[src/rtl/block_sprite_writer.sv]
// Block sprite memory filler: walks the BLK_W x BLK_H sprite in row-major order
// and writes one 2-bit pixel per blank_ok cycle (clear, solid, bevel or highlight).
module block_sprite_writer #(
    parameter int unsigned BLK_W  = 78,
    parameter int unsigned BLK_H  = 53,
    parameter int unsigned BORDER = 3,
    parameter int unsigned AW     = 13
) (
    input  logic          vclk,
    input  logic          rst,
    input  logic          start,
    input  logic [1:0]    style,
    input  logic          blank_ok,
    output logic          busy,
    output logic          done,
    output logic          we,
    output logic [AW-1:0] waddr,
    output logic [1:0]    wdata
);

    localparam int unsigned XW = (BLK_W > 1) ? $clog2(BLK_W) : 1;
    localparam int unsigned YW = (BLK_H > 1) ? $clog2(BLK_H) : 1;

    localparam logic [XW-1:0] X_LAST   = XW'(BLK_W - 1);
    localparam logic [YW-1:0] Y_LAST   = YW'(BLK_H - 1);
    localparam logic [XW-1:0] X_SHADOW = XW'(BLK_W - BORDER);
    localparam logic [YW-1:0] Y_SHADOW = YW'(BLK_H - BORDER);
    localparam logic [XW-1:0] X_HI     = XW'(BORDER);
    localparam logic [YW-1:0] Y_HI     = YW'(BORDER);

    typedef enum logic [1:0] {
        IDLE,
        WRITE,
        FINISH
    } state_t;

    state_t        state;
    logic [XW-1:0] x;
    logic [YW-1:0] y;
    logic [AW-1:0] addr;
    logic [1:0]    sty;
    logic [1:0]    code;

    // Shadow edges win over highlight edges, so the off-diagonal corners go dark.
    always_comb begin
        code = 2'b00;
        case (sty)
            2'b00: code = 2'b00;
            2'b01: code = 2'b01;
            2'b11: code = 2'b11;
            default: begin
                if (x >= X_SHADOW || y >= Y_SHADOW)
                    code = 2'b00;
                else if (x < X_HI || y < Y_HI)
                    code = 2'b11;
                else
                    code = 2'b01;
            end
        endcase
    end

    always_ff @(posedge vclk or posedge rst) begin
        if (rst) begin
            state <= IDLE;
            busy  <= 1'b0;
            done  <= 1'b0;
            we    <= 1'b0;
            waddr <= '0;
            wdata <= 2'b00;
            x     <= '0;
            y     <= '0;
            addr  <= '0;
            sty   <= 2'b00;
        end else begin
            done <= 1'b0;
            we   <= 1'b0;
            case (state)
                IDLE: begin
                    busy <= 1'b0;
                    // busy is still high during the done cycle; a start there is dropped
                    if (start && !busy) begin
                        sty   <= style;
                        x     <= '0;
                        y     <= '0;
                        addr  <= '0;
                        busy  <= 1'b1;
                        state <= WRITE;
                    end
                end
                WRITE: begin
                    if (blank_ok) begin
                        we    <= 1'b1;
                        waddr <= addr;
                        wdata <= code;
                        addr  <= addr + 1'b1;
                        if (x == X_LAST) begin
                            x <= '0;
                            if (y == Y_LAST)
                                state <= FINISH;
                            else
                                y <= y + 1'b1;
                        end else begin
                            x <= x + 1'b1;
                        end
                    end
                end
                FINISH: begin
                    done  <= 1'b1;
                    state <= IDLE;
                end
                default: state <= IDLE;
            endcase
        end
    end

endmodule

[config.mk]
export PLATFORM = sky130hd
export DESIGN_NAME = block_sprite_writer
export DESIGN_NICKNAME = d
export VERILOG_FILES = /design/src/rtl/block_sprite_writer.sv
export SDC_FILE = /design/constraint.sdc
export NUM_CORES = 1
export LEC_CHECK = 0
export BUFFER_PORTS_ARGS = -buffer_cell sky130_fd_sc_hd__buf_2
export CAP_MARGIN = 0
export CORE_MARGIN = 3
export CORE_UTILIZATION = 52
export DETAILED_ROUTE_END_ITERATION = 10
export GPL_ROUTABILITY_DRIVEN = 0
export PLACE_DENSITY = 0.86
export SLEW_MARGIN = 5
export SYNTH_ARGS = -nofsm -noshare
export SYNTH_HDL_FRONTEND = slang
export SYNTH_SLANG_ARGS = --single-unit
[constraint.sdc]
create_clock -name vclk -period 2.17 [get_ports vclk]
set_input_delay 0.434 -clock vclk [delete_from_list [all_inputs] [get_ports vclk]]
set_output_delay 0.434 -clock vclk [all_outputs]
set_load 0.05 [all_outputs]
Yosys cells after proc, flatten, opt, wreduce, memory -nomap -nowiden
Cells that the tools add are included.
{"block": "word_totals", "regBits": 48, "elab_cells": 64}
{"block": "op_classes", "add_sub_neg": 3, "n_lt_le_gt_ge": 4, "eq_ne": 11, "mux": 24, "n_reduce_logical": 12}
{"cell": "$mux W13", "n": 2}
{"cell": "$pmux W13 S2", "n": 1}
{"cell": "$mux W6", "n": 4}
{"cell": "$mux W7", "n": 3}
{"cell": "$pmux W7 S2", "n": 1}
{"cell": "$add A13 B1 Y13 const B", "n": 1}
{"cell": "$mux W2", "n": 6}
{"cell": "$pmux W6 S2", "n": 1}
{"cell": "$ne A2 B2 Y1 const B", "n": 5}
{"cell": "$add A7 B1 Y7 const B", "n": 1}
{"cell": "$eq A7 B7 Y1 const B", "n": 1}
{"cell": "$ge A7 B7 Y1 const B", "n": 1}
{"cell": "$lt A7 B2 Y1 const B", "n": 1}
{"cell": "$add A6 B1 Y6 const B", "n": 1}
{"cell": "$eq A6 B6 Y1 const B", "n": 1}
{"cell": "$ge A6 B6 Y1 const B", "n": 1}
{"cell": "$lt A6 B2 Y1 const B", "n": 1}
{"cell": "$pmux W2 S3", "n": 1}
{"cell": "$reduce_and A5 Y1", "n": 1}
{"cell": "$eq A2 B1 Y1 const B", "n": 2}
{"cell": "$eq A2 B2 Y1 const B", "n": 2}
{"cell": "$logic_not A2 Y1", "n": 2}
{"cell": "$mux W1", "n": 4}
{"cell": "$pmux W2 S2", "n": 1}
{"cell": "other kinds (7)", "n": 9}

Logic depth before layout (Yosys ltp)
Gate-level depths: netlist of the first run.
{"block": "depth", "ltp_word": 5, "ltp_mapped": 7, "ltp_nobuf": 7}

Worst setup path before layout of the first run
OpenSTA, ideal clock, no wires.
{"block": "synth_timing", "path_type": "reg2reg", "start": "register x[1]", "end": "register y[3]", "arrival_time_ns": 2.084, "required_time_ns": 2.091, "slack_ns": 0.008, "path_stages_with_launch": 8, "period_less_slack_ns": 2.162, "path_cell_list": "dfrtp_1 -> inv_1 -> ha_1 -> nand2_1 -> or4_1 -> o31a_1 -> or4_1 -> a21oi_1"}
{"block": "synth_between", "elab_chain_cells": 3}
{"item": "start, declared", "line": "38", "source": "logic [XW-1:0] x;"}
{"item": "start signal, assigned", "line": "103", "source": "x <= x + 1'b1;"}
{"item": "$eq A7 B7 Y1", "line": "96", "source": "if (x == X_LAST) begin"}
{"item": "$ne A2 B2 Y1 (no line)"}
{"item": "$reduce_and A5 Y1 (no line)"}
{"item": "end signal, assigned", "line": "101", "source": "y <= y + 1'b1;"}
{"item": "end, declared", "line": "39", "source": "logic [YW-1:0] y;"}
No other way between the ends.
A chain may end at the register's enable or synchronous reset.

Final worst setup path of the first run
{"block": "layout_timing", "start": "register x[1]", "end": "register y[5]"}
The elaborated chain is that of the path after synthesis.

==> impl_metrics.ini, run 1 <==
[status]
status = finished, violations left
violations = setup timing

[setup_path]
rrSetupSlack_ns = -0.04
worstSetupEndpointType = register
path_max_fanout = 5
rr_startpoint = x[1]$_DFFE_PP0P_
slowest_delay_ns = 0.55
worstPathArrival_ns = 2.46
crit_start = x[1]$_DFFE_PP0P_
critPathCapture = y[5]$_DFFE_PP0P_
worst_setup_path_start_kind = register
required_ns = 2.42
r2r_end = y[5]$_DFFE_PP0P_
reg2reg_depth = 7
crit_chain = inv_2, ha_4, nand2_2, or4_4, o31a_1, or4b_4, a21oi_2
slowest_stage = or4b_4
critical_path_class = reg -> reg

[clock_tree]
cts_tree = yes
htree_levels = 2
clk_latency_ns = 0.31
cts_buffers = 5
cts_root_buf = clkbuf_8
clkTransAtPathRegs_ns = 0.09
clock_path_buffers = 2
clkSinkCount = 48

[floorplan]
rows = 23
design.portCount = 24
die_area_um2 = 5191
die_y_um = 72.05
core_area_um2 = 4115
die_width_um = 72.05
start_util = 0.5512

[pwr]
power_leakage_nw = 1.335
powerDensity_nw_per_um2 = 1137
ir_drop_mv = 0.8449
design_power_total_mw = 3.101

[global_route]
grt_max_degree = 26
busiest_layer = met2
met1_usage = 0.2595
grt_pass1_vias = 1828
use_met2 = 0.3204
antenna_found_initial = 0
overflow = 0
grt_pass1_wl_um = 8073
grtUsageTotal = 0.1984
grtUsageMet3 = 0.04986

[layout]
area_growth_pct = 20.24
final_util = 0.6628
fin_nets = 292
diodes = 0
layout-drive-gt1-share = 0.2349
fin_cells = 331
nFillCells = 321

[synth]
yosysWarnings = 0
synthTopCellsByArea = dfrtp_1, nand2_1, nor2_1
async_reset_ff_frac = 1.000
ys_seq_area_frac = 0.5295
postSynthCellCount = 242
synth.cell_area_um2 = 2268
synth_edf_count = 0
ys.flop_type = dfrtp_1
yosysTopAreaCell = dfrtp_1
synth-seq-cells = 48
yosysUniqueCellTypes = 39
synth_fp_nets = 254
yosysTopAreaCellShare = 0.5295
avgSynthCellArea_um2 = 9.374

[worst_hold_path]
hp-class = in -> async

[drt]
avgRoutedWirePerCell_um = 14.31
firstDrtPassIters = 4
vias = 1826
drt_wl_total_um = 4736
detail-route-antenna-nets = 0
route.detailed.drc = 0
drt_iter0_drc = 134
vias_per_cell = 5.517

[placement]
io_buffers = 23
dpl.hpwl_um = 3330
dpl.cell_count = 320
dp_slack_ns = -0.04695

[flow_run]
maxCapViolCount = 0

[sta]
period_needed_ns = 2.213
drv_slew = 0
fin_crit_sh = 1.020
finalSetupViolations = 2
rsz0062_at_grt = true
setup_slack_ns = -0.04284
report.final.hold_viol_count = 0
tns_ns = -0.06261
max_freq_mhz = 451.9
clock_skew_ns = 0.01023
max-slew-margin-rel = 0.6467
max_slew.worst_pin.slew_ns = 0.5292
-- synth_stat cells, types with 2 or more instances --
cell type	count
nand2_1	61
dfrtp_1	48
nor2_1	26
nand3_1	10
xnor2_1	8
a21oi_1	7
nor3_1	7
o21ai_0	7
xor2_1	7
clkbuf_1	6
ha_1	6
inv_1	6
nand4_1	5
mux2i_1	3
nor4_1	3
or4_1	3
and3_1	2
and4_1	2
buf_2	2
mux2_2	2
o31ai_1	2
or3_1	2
-- how the worst min path moves through the flow --
stage               slack, ns                    end  cells past startpoint                 start
floorplan                0.46  waddr[12]$_DFFE_PP0P_                      2  addr[12]$_DFFE_PP0P_
global placement         0.45   wdata[0]$_DFFE_PP0P_                      2  wdata[0]$_DFFE_PP0P_
detailed placement       0.45   wdata[0]$_DFFE_PP0P_                      2  wdata[0]$_DFFE_PP0P_
CTS                      0.17    addr[7]$_DFFE_PP0P_                      2                   rst
global route             0.19    addr[2]$_DFFE_PP0P_                      2                   rst
finish                   0.15   waddr[1]$_DFFE_PP0P_                      2                   rst
-- final cells by class --
class / instances / area [µm²] / area share
multi-input combinational: 179 / 1065 / 0.3904
sequential: 48 / 1201 / 0.4404
timing repair buffer: 39 / 251.5 / 0.09220
clock inverter: 2 / 38.79 / 0.01422
tap: 50 / 62.56 / 0.02294
inverter: 7 / 26.28 / 0.009633
clock buffer: 6 / 82.58 / 0.03028
-- metal layers --
metal | share of wire | wire length [µm]
met4 | 0.020 | 95
met5 | 0 | 0
met3 | 0.040 | 190
met2 | 0.49 | 2337
met1 | 0.45 | 2114
-- kinds of logic after synthesis --
logic type / count (synthesis) / synth area share
AOI/OAI and AO/OA: 23 / 0.06453
xor gates and xnor gates: 15 / 0.05792
adders and majority gates: 6 / 0.03309
buffers and inverters: 15 / 0.02592
DFF: 48 / 0.5295
muxes: 5 / 0.02317
and+or+nand+nor: 130 / 0.2659
-- where the power goes --
part / internal (mW) / total (mW) / switching (mW)
Combinational: 0.375 / 1.09 / 0.718
Sequential: 1.11 / 1.33 / 0.214
Clock: 0.377 / 0.683 / 0.306
-- through the flow --
stage	area, µm²	hold WS [ns]
final	2728	0.1523
after global routing	2728	0.1929
after CTS	2656	0.1670
after detailed placement	2524	0.4533
after global placement	2524	0.4470
after floorplan	2268	0.4586
-- registers in the layout, indices dropped and copies added (netlist names) --
| name | flops |
|---|---|
| done | 1 |
| we | 1 |
| state | 2 |
| sty | 2 |
| waddr | 13 |
| y | 6 |
| addr | 13 |
| busy | 1 |
| wdata | 2 |
| x | 7 |
-- timing repair --
action | 4_1_cts | 5_1_grt
setup endpoints to repair | 2 | 5
pin swaps | 3 | 8
cloned | 0 | 0
setup buffers | 1 | 2
hold buffers | 0 | 0
resized for setup | 1 | 14
-- critical path, delay by kind of cell, from the launching register on --
family,cells,cell delay [ns]
AOI/OAI and AO/OA,2,0.47
adders and majority gates,1,0.12
buffers and inverters,1,0.08
DFF,1,0.40
and+or+nand+nor,3,1.09
-- placed cells by master, fill, tap and decap left out, types with 2 or more instances in the layout --
cell type   n
nand2_1    60
dfrtp_1    48
nor2_1     26
buf_2      23
buf_4      14
nand3_1    10
xnor2_1     8
nor3_1      7
xor2_1      7
o21ai_0     6
clkbuf_8    6
nand4_1     5
ha_1        5
inv_1       4
a21oi_1     4
nor4_1      3
a21oi_2     3
mux2i_1     3
nand2_2     2
or4_4       2
mux2_2      2
and4_1      2
and3_1      2
inv_2       2
Note: power is estimated with default switching activity, not from simulation.
==> run 2, diff against run 1 <==
--- a/config.mk
+++ b/config.mk
@@ -12,6 +12,7 @@
 export DETAILED_ROUTE_END_ITERATION = 10
 export GPL_ROUTABILITY_DRIVEN = 0
 export PLACE_DENSITY = 0.86
+export SETUP_SLACK_MARGIN = 0.4
 export SLEW_MARGIN = 5
 export SYNTH_ARGS = -nofsm -noshare
 export SYNTH_HDL_FRONTEND = slang
==> run 2 against run 1 <==
The run now ends clean. First-iteration DRC count up 19%. Critical path depth unchanged. Sequential power about the same. Non-clock buffer count up 6. Largest cell class unchanged.
==> impl_metrics.ini, run 2 (synthesis results as in run 1) <==
[sta]
max-slew-margin-rel = 0.6349
rsz0062_at_grt = true
max_slew.worst_pin.slew_ns = 0.5468
drv_slew = 0
max_freq_mhz = 474.5
fin_crit_sh = 0.9711
period_needed_ns = 2.107
clock_skew_ns = 0.006426
report.final.hold_viol_count = 0
finalSetupViolations = 0

[setup_path]
worstPathArrival_ns = 2.34
path_max_fanout = 5
rrSetupSlack_ns = 0.06
worst_setup_path_start_kind = register
slowest_stage = or4b_4
rr_startpoint = x[1]$_DFFE_PP0P_
worstSetupPathDepth = 7
crit_buf_inv = 1
required_ns = 2.41
crit_start = x[1]$_DFFE_PP0P_
crit_chain = inv_2, ha_4, nand2_2, or4_4, o31a_1, or4b_4, a21oi_2
slowest_delay_ns = 0.51
r2r_end = y[5]$_DFFE_PP0P_
worstSetupEndpointType = register
reg2reg_depth = 7
critical_path_class = reg -> reg
cp_top_family = simple AND/OR/NAND/NOR gates
critPathCapture = y[5]$_DFFE_PP0P_

[clock_tree]
clkSinkCount = 48
clkTransAtPathRegs_ns = 0.09
clk_latency_ns = 0.31
cts_tree = yes
htree_levels = 2
cts_root_buf = clkbuf_8
cts_buffers = 5
clock_path_buffers = 2
cts_hold_buf = 0

[layout]
layout.cells.most_common = nand2_1
fin_nets = 298
seq_area_um2 = 1202
multi_input_area_um2 = 1130
nFillCells = 304
final_cell_mix = nand2_1, dfrtp_1, nor2_1
area_growth_pct = 24.60
final_cell_area_um2 = 2826
diodes = 0
final_util = 0.6868
layout-drive-gt1-share = 0.2857
reg.largest.list = addr x13, waddr x13, x x7

[pwr]
ir_drop_mv = 1.078
powerDensity_nw_per_um2 = 1132
power_leakage_nw = 1.361

[drt]
drt_iter0_drc = 160
vias = 1924
detail-route-antenna-nets = 0
avgRoutedWirePerCell_um = 15.57
firstDrtPassIters = 4
vias_per_cell = 5.709
route.detailed.drc = 0
drt_wl_total_um = 5247

[global_route]
antenna_found_initial = 0
grt_max_degree = 27
grt_pass1_wl_um = 8604
overflow = 0
grtUsageTotal = 0.2148
grt_pass1_vias = 1808

[floorplan]
core_area_um2 = 4115
die_width_um = 72.05
start_util = 0.5512
die_area_um2 = 5191
design.portCount = 24
rows = 23
die_y_um = 72.05

[placement]
place_area_um2 = 2575
io_buffers = 23
dpl.hpwl_um = 3495

[status]
status = complete, no violations

[worst_hold_path]
hp-class = in -> async

[flow_run]
maxCapViolCount = 0
-- run 2: changes by cell type in the layout (fill, tap and decap cells not counted), moves of 2 or more --
| cell | change |
|---|---|
| nor3_1 | -5 |
| buf_4 | +7 |
| nor2_4 | +2 |
| nor2_1 | -2 |
| nor3_2 | +4 |
-- run 2: worst reg2reg max path, delay by kind of cell, from the launching register on --
family	cells	cell delay, ns
AOI/OAI and AO/OA	2	0.47
buffers and inverters	1	0.08
adders and majority gates	1	0.12
and+or+nand+nor	3	0.97
DFF	1	0.39
-- run 2: final cells by class --
type	count	area share
inverter	7	0.009296
clock buffer	6	0.02922
multi-input combinational	179	0.3997
tap	50	0.02213
timing repair buffer	45	0.1005
sequential	48	0.4254
clock inverter	2	0.01372
-- run 2: through the flow --
stage	setup WS, ns	hold slack, ns	setup TNS (ns)	cells	total power [mW]
6_report	0.06271	0.1594	0	337	3.201
5_1_grt	-0.001369	0.2006	-0.001369	337	3.381
4_1_cts	0.03511	0.1758	0	332	3.150
3_5_place_dp	-0.03562	0.4531	-0.03562	322	2.422
3_3_place_gp	0.06213	0.4517	0	322	2.360
2_1_floorplan	0.02739	0.4586	0	242	2.093
-- run 2: routing by layer --
layer,part of all wire,track usage,routed length (µm)
met1,0.42,0.2692,2221
met2,0.50,0.3510,2625
met5,0,0,0
met4,0.027,0.1002,142
met3,0.049,0.05263,258
-- run 2: how the worst min path moves through the flow --
stage / depth (start not counted) / endpoint / start / slack, ns
floorplan: 2 / waddr[12]$_DFFE_PP0P_ / addr[12]$_DFFE_PP0P_ / 0.46
global placement: 2 / wdata[0]$_DFFE_PP0P_ / wdata[0]$_DFFE_PP0P_ / 0.45
detailed placement: 2 / wdata[0]$_DFFE_PP0P_ / wdata[0]$_DFFE_PP0P_ / 0.45
CTS: 2 / state[1]$_DFFE_PP0P_ / rst / 0.18
global route: 2 / addr[1]$_DFFE_PP0P_ / rst / 0.20
finish: 2 / state[1]$_DFFE_PP0P_ / rst / 0.16
-- run 2: timing repair --
action,in CTS,in global routing
gates resized for setup,11,10
pin swaps,3,4
setup endpoints to repair,11,15
buffers inserted,2,5
-- run 2: report_power, final --
part	internal (mW)	switching, mW	total [mW]
clock	0.377	0.305	0.682
combinational	0.417	0.783	1.20
sequential	1.11	0.206	1.32
total	1.91	1.29	3.20
==> run 3, diff against run 2 <==
--- a/config.mk
+++ b/config.mk
@@ -7,7 +7,8 @@
 export LEC_CHECK = 0
 export BUFFER_PORTS_ARGS = -buffer_cell sky130_fd_sc_hd__buf_2
 export CAP_MARGIN = 0
-export CORE_MARGIN = 3
+export CORE_ASPECT_RATIO = 0.5
+export CORE_MARGIN = 8
 export CORE_UTILIZATION = 52
 export DETAILED_ROUTE_END_ITERATION = 10
 export GPL_ROUTABILITY_DRIVEN = 0
==> run 3 against run 2 <==
First-iteration DRC count up 26%. Largest cell class unchanged. Combinational power grew 6%. Critical endpoint unchanged. Final cell count grew 3.0%. Sequential share of layout area is 0.67 points lower. Critical path depth grew 1. The run now ends with setup timing left.
==> impl_metrics.ini, run 3 (synthesis results as in run 1) <==
[drt]
vias = 2076
firstDrtPassIters = 4
drt_wl_total_um = 6344
detail-route-antenna-nets = 0
route.detailed.drc = 0
avgRoutedWirePerCell_um = 18.28
vias_per_cell = 5.983
drt_iter0_drc = 201

[setup_path]
rrSetupSlack_ns = -0.04
path_max_fanout = 5
reg2reg_depth = 8
worstSetupEndpointType = register
crit_buf_inv = 2
slowest_stage = or4_4
r2r_end = y[5]$_DFFE_PP0P_
cp_top_family = compound AO/OA/AOI/OAI gates
crit_chain = inv_2, ha_4, nand2_4, or4_4, o31a_1, buf_4, o41ai_4, a21oi_2
rr_startpoint = x[1]$_DFFE_PP0P_
critical_path_class = reg -> reg
worst_setup_path_start_kind = register
required_ns = 2.36
worstPathArrival_ns = 2.41
slowest_delay_ns = 0.42

[layout]
final_cell_mix = nand2_1, dfrtp_1, nor2_1, buf_2, buf_4
fin_cells = 347
reg.largest.list = addr x13, waddr x13, x x7
fin_nets = 300
final_cell_area_um2 = 2872
layout-drive-gt1-share = 0.2941
area_growth_pct = 26.59
nFillCells = 293
layout.cells.most_common = nand2_1

[floorplan]
rows = 17
core_area_um2 = 4297
die_area_um2 = 6860
start_util = 0.5280
die_y_um = 62.71
die_width_um = 109.4
design.portCount = 24

[sta]
tns_ns = -0.04488
clock_skew_ns = 0.005674
rsz0062_at_grt = true
drv_slew = 0
timing.hold.ws_ns = 0.08746
period_needed_ns = 2.215
report.final.hold_viol_count = 0
finalSetupViolations = 1
fin_crit_sh = 1.021
setup_slack_ns = -0.04488
max_slew.worst_pin.slew_ns = 0.4580
max-slew-margin-rel = 0.6918
max_freq_mhz = 451.5

[clock_tree]
clkTransAtPathRegs_ns = 0.09
clkSinkCount = 48
clock_path_buffers = 2
cts_root_buf = clkbuf_8
cts_tree = yes
htree_levels = 2
cts_hold_buf = 0
clk_latency_ns = 0.31
cts_buffers = 5

[pwr]
power_leakage_nw = 1.378
powerDensity_nw_per_um2 = 1104
design_power_total_mw = 3.170
ir_drop_mv = 0.4233

[placement]
dpl.hpwl_um = 3763
io_buffers = 23
place_area_um2 = 2591
dpl.cell_count = 330

[flow_run]
maxCapViolCount = 0

[global_route]
grt_max_degree = 19
grtUsageTotal = 0.1744
grt_pass1_vias = 2045
grt_pass1_wl_um = 9494
antenna_found_initial = 1
overflow = 0

[worst_hold_path]
hp-class = in -> async

[status]
status = finished, violations left
violations = setup timing
[run 3: cell types whose count changed in the layout (fill, tap and decap cells not counted), sizes merged]
| cell | delta |
|---|---|
| diode | +1 |
| clkinv | -1 |
| buf | +2 |
| clkbuf | +2 |
| bufinv | -1 |
[run 3: report_power, final]
| group | total, mW | switching, mW | internal [mW] |
|---|---|---|---|
| clock network | 0.555 | 0.295 | 0.260 |
| logic | 1.27 | 0.834 | 0.440 |
| registers | 1.34 | 0.228 | 1.11 |
[run 3: worst max path at each step]
stage | from | end | slack, ns | cells after the start
6_report | x[1]$_DFFE_PP0P_ | y[5]$_DFFE_PP0P_ | -0.04 | 8
5_1_grt | x[1]$_DFFE_PP0P_ | y[5]$_DFFE_PP0P_ | -0.07 | 8
4_1_cts | x[1]$_DFFE_PP0P_ | y[5]$_DFFE_PP0P_ | 0.06 | 7
3_5_place_dp | x[1]$_DFFE_PP0P_ | y[5]$_DFFE_PP0P_ | -0.04 | 7
3_3_place_gp | x[1]$_DFFE_PP0P_ | y[5]$_DFFE_PP0P_ | 0.05 | 7
2_1_floorplan | x[1]$_DFFE_PP0P_ | y[5]$_DFFE_PP0P_ | 0.03 | 7
[run 3: final cells by class]
cell class / instances / area [µm²] / area share
flip-flops and latches: 48 / 1202 / 0.4187
multi-input cells: 179 / 1180 / 0.4109
repair buffers: 47 / 299.0 / 0.1041
clock buffers: 8 / 90.09 / 0.03137
well taps: 57 / 71.32 / 0.02484
inverters: 7 / 26.28 / 0.009150
diodes: 1 / 2.502 / 0.0008715
[run 3: through the flow]
step,util,worst slack [ns]
floorplan,-,0.02739
global placement,0.6031,0.04788
detailed placement,0.6031,-0.04169
CTS,0.6485,0.06013
global route,0.6683,-0.07074
finish,0.6683,-0.04488
[run 3: repair_timing]
item                                    CTS  global route
endpoints found under the hold margin     0             0
pin swaps                                 3             2
setup buffers                             4             4
endpoints found under the setup margin   14            21
gates resized for setup                  16            12
[run 3: routing by layer]
layer  vias to the layer above  GRT usage  wire (µm)
met2                       120     0.2892       3128
met4                         0     0.1085        336
met3                        37    0.04424        470
met5                         -          0          0
met1                      1012     0.1957       2409
li1                        907          -          -
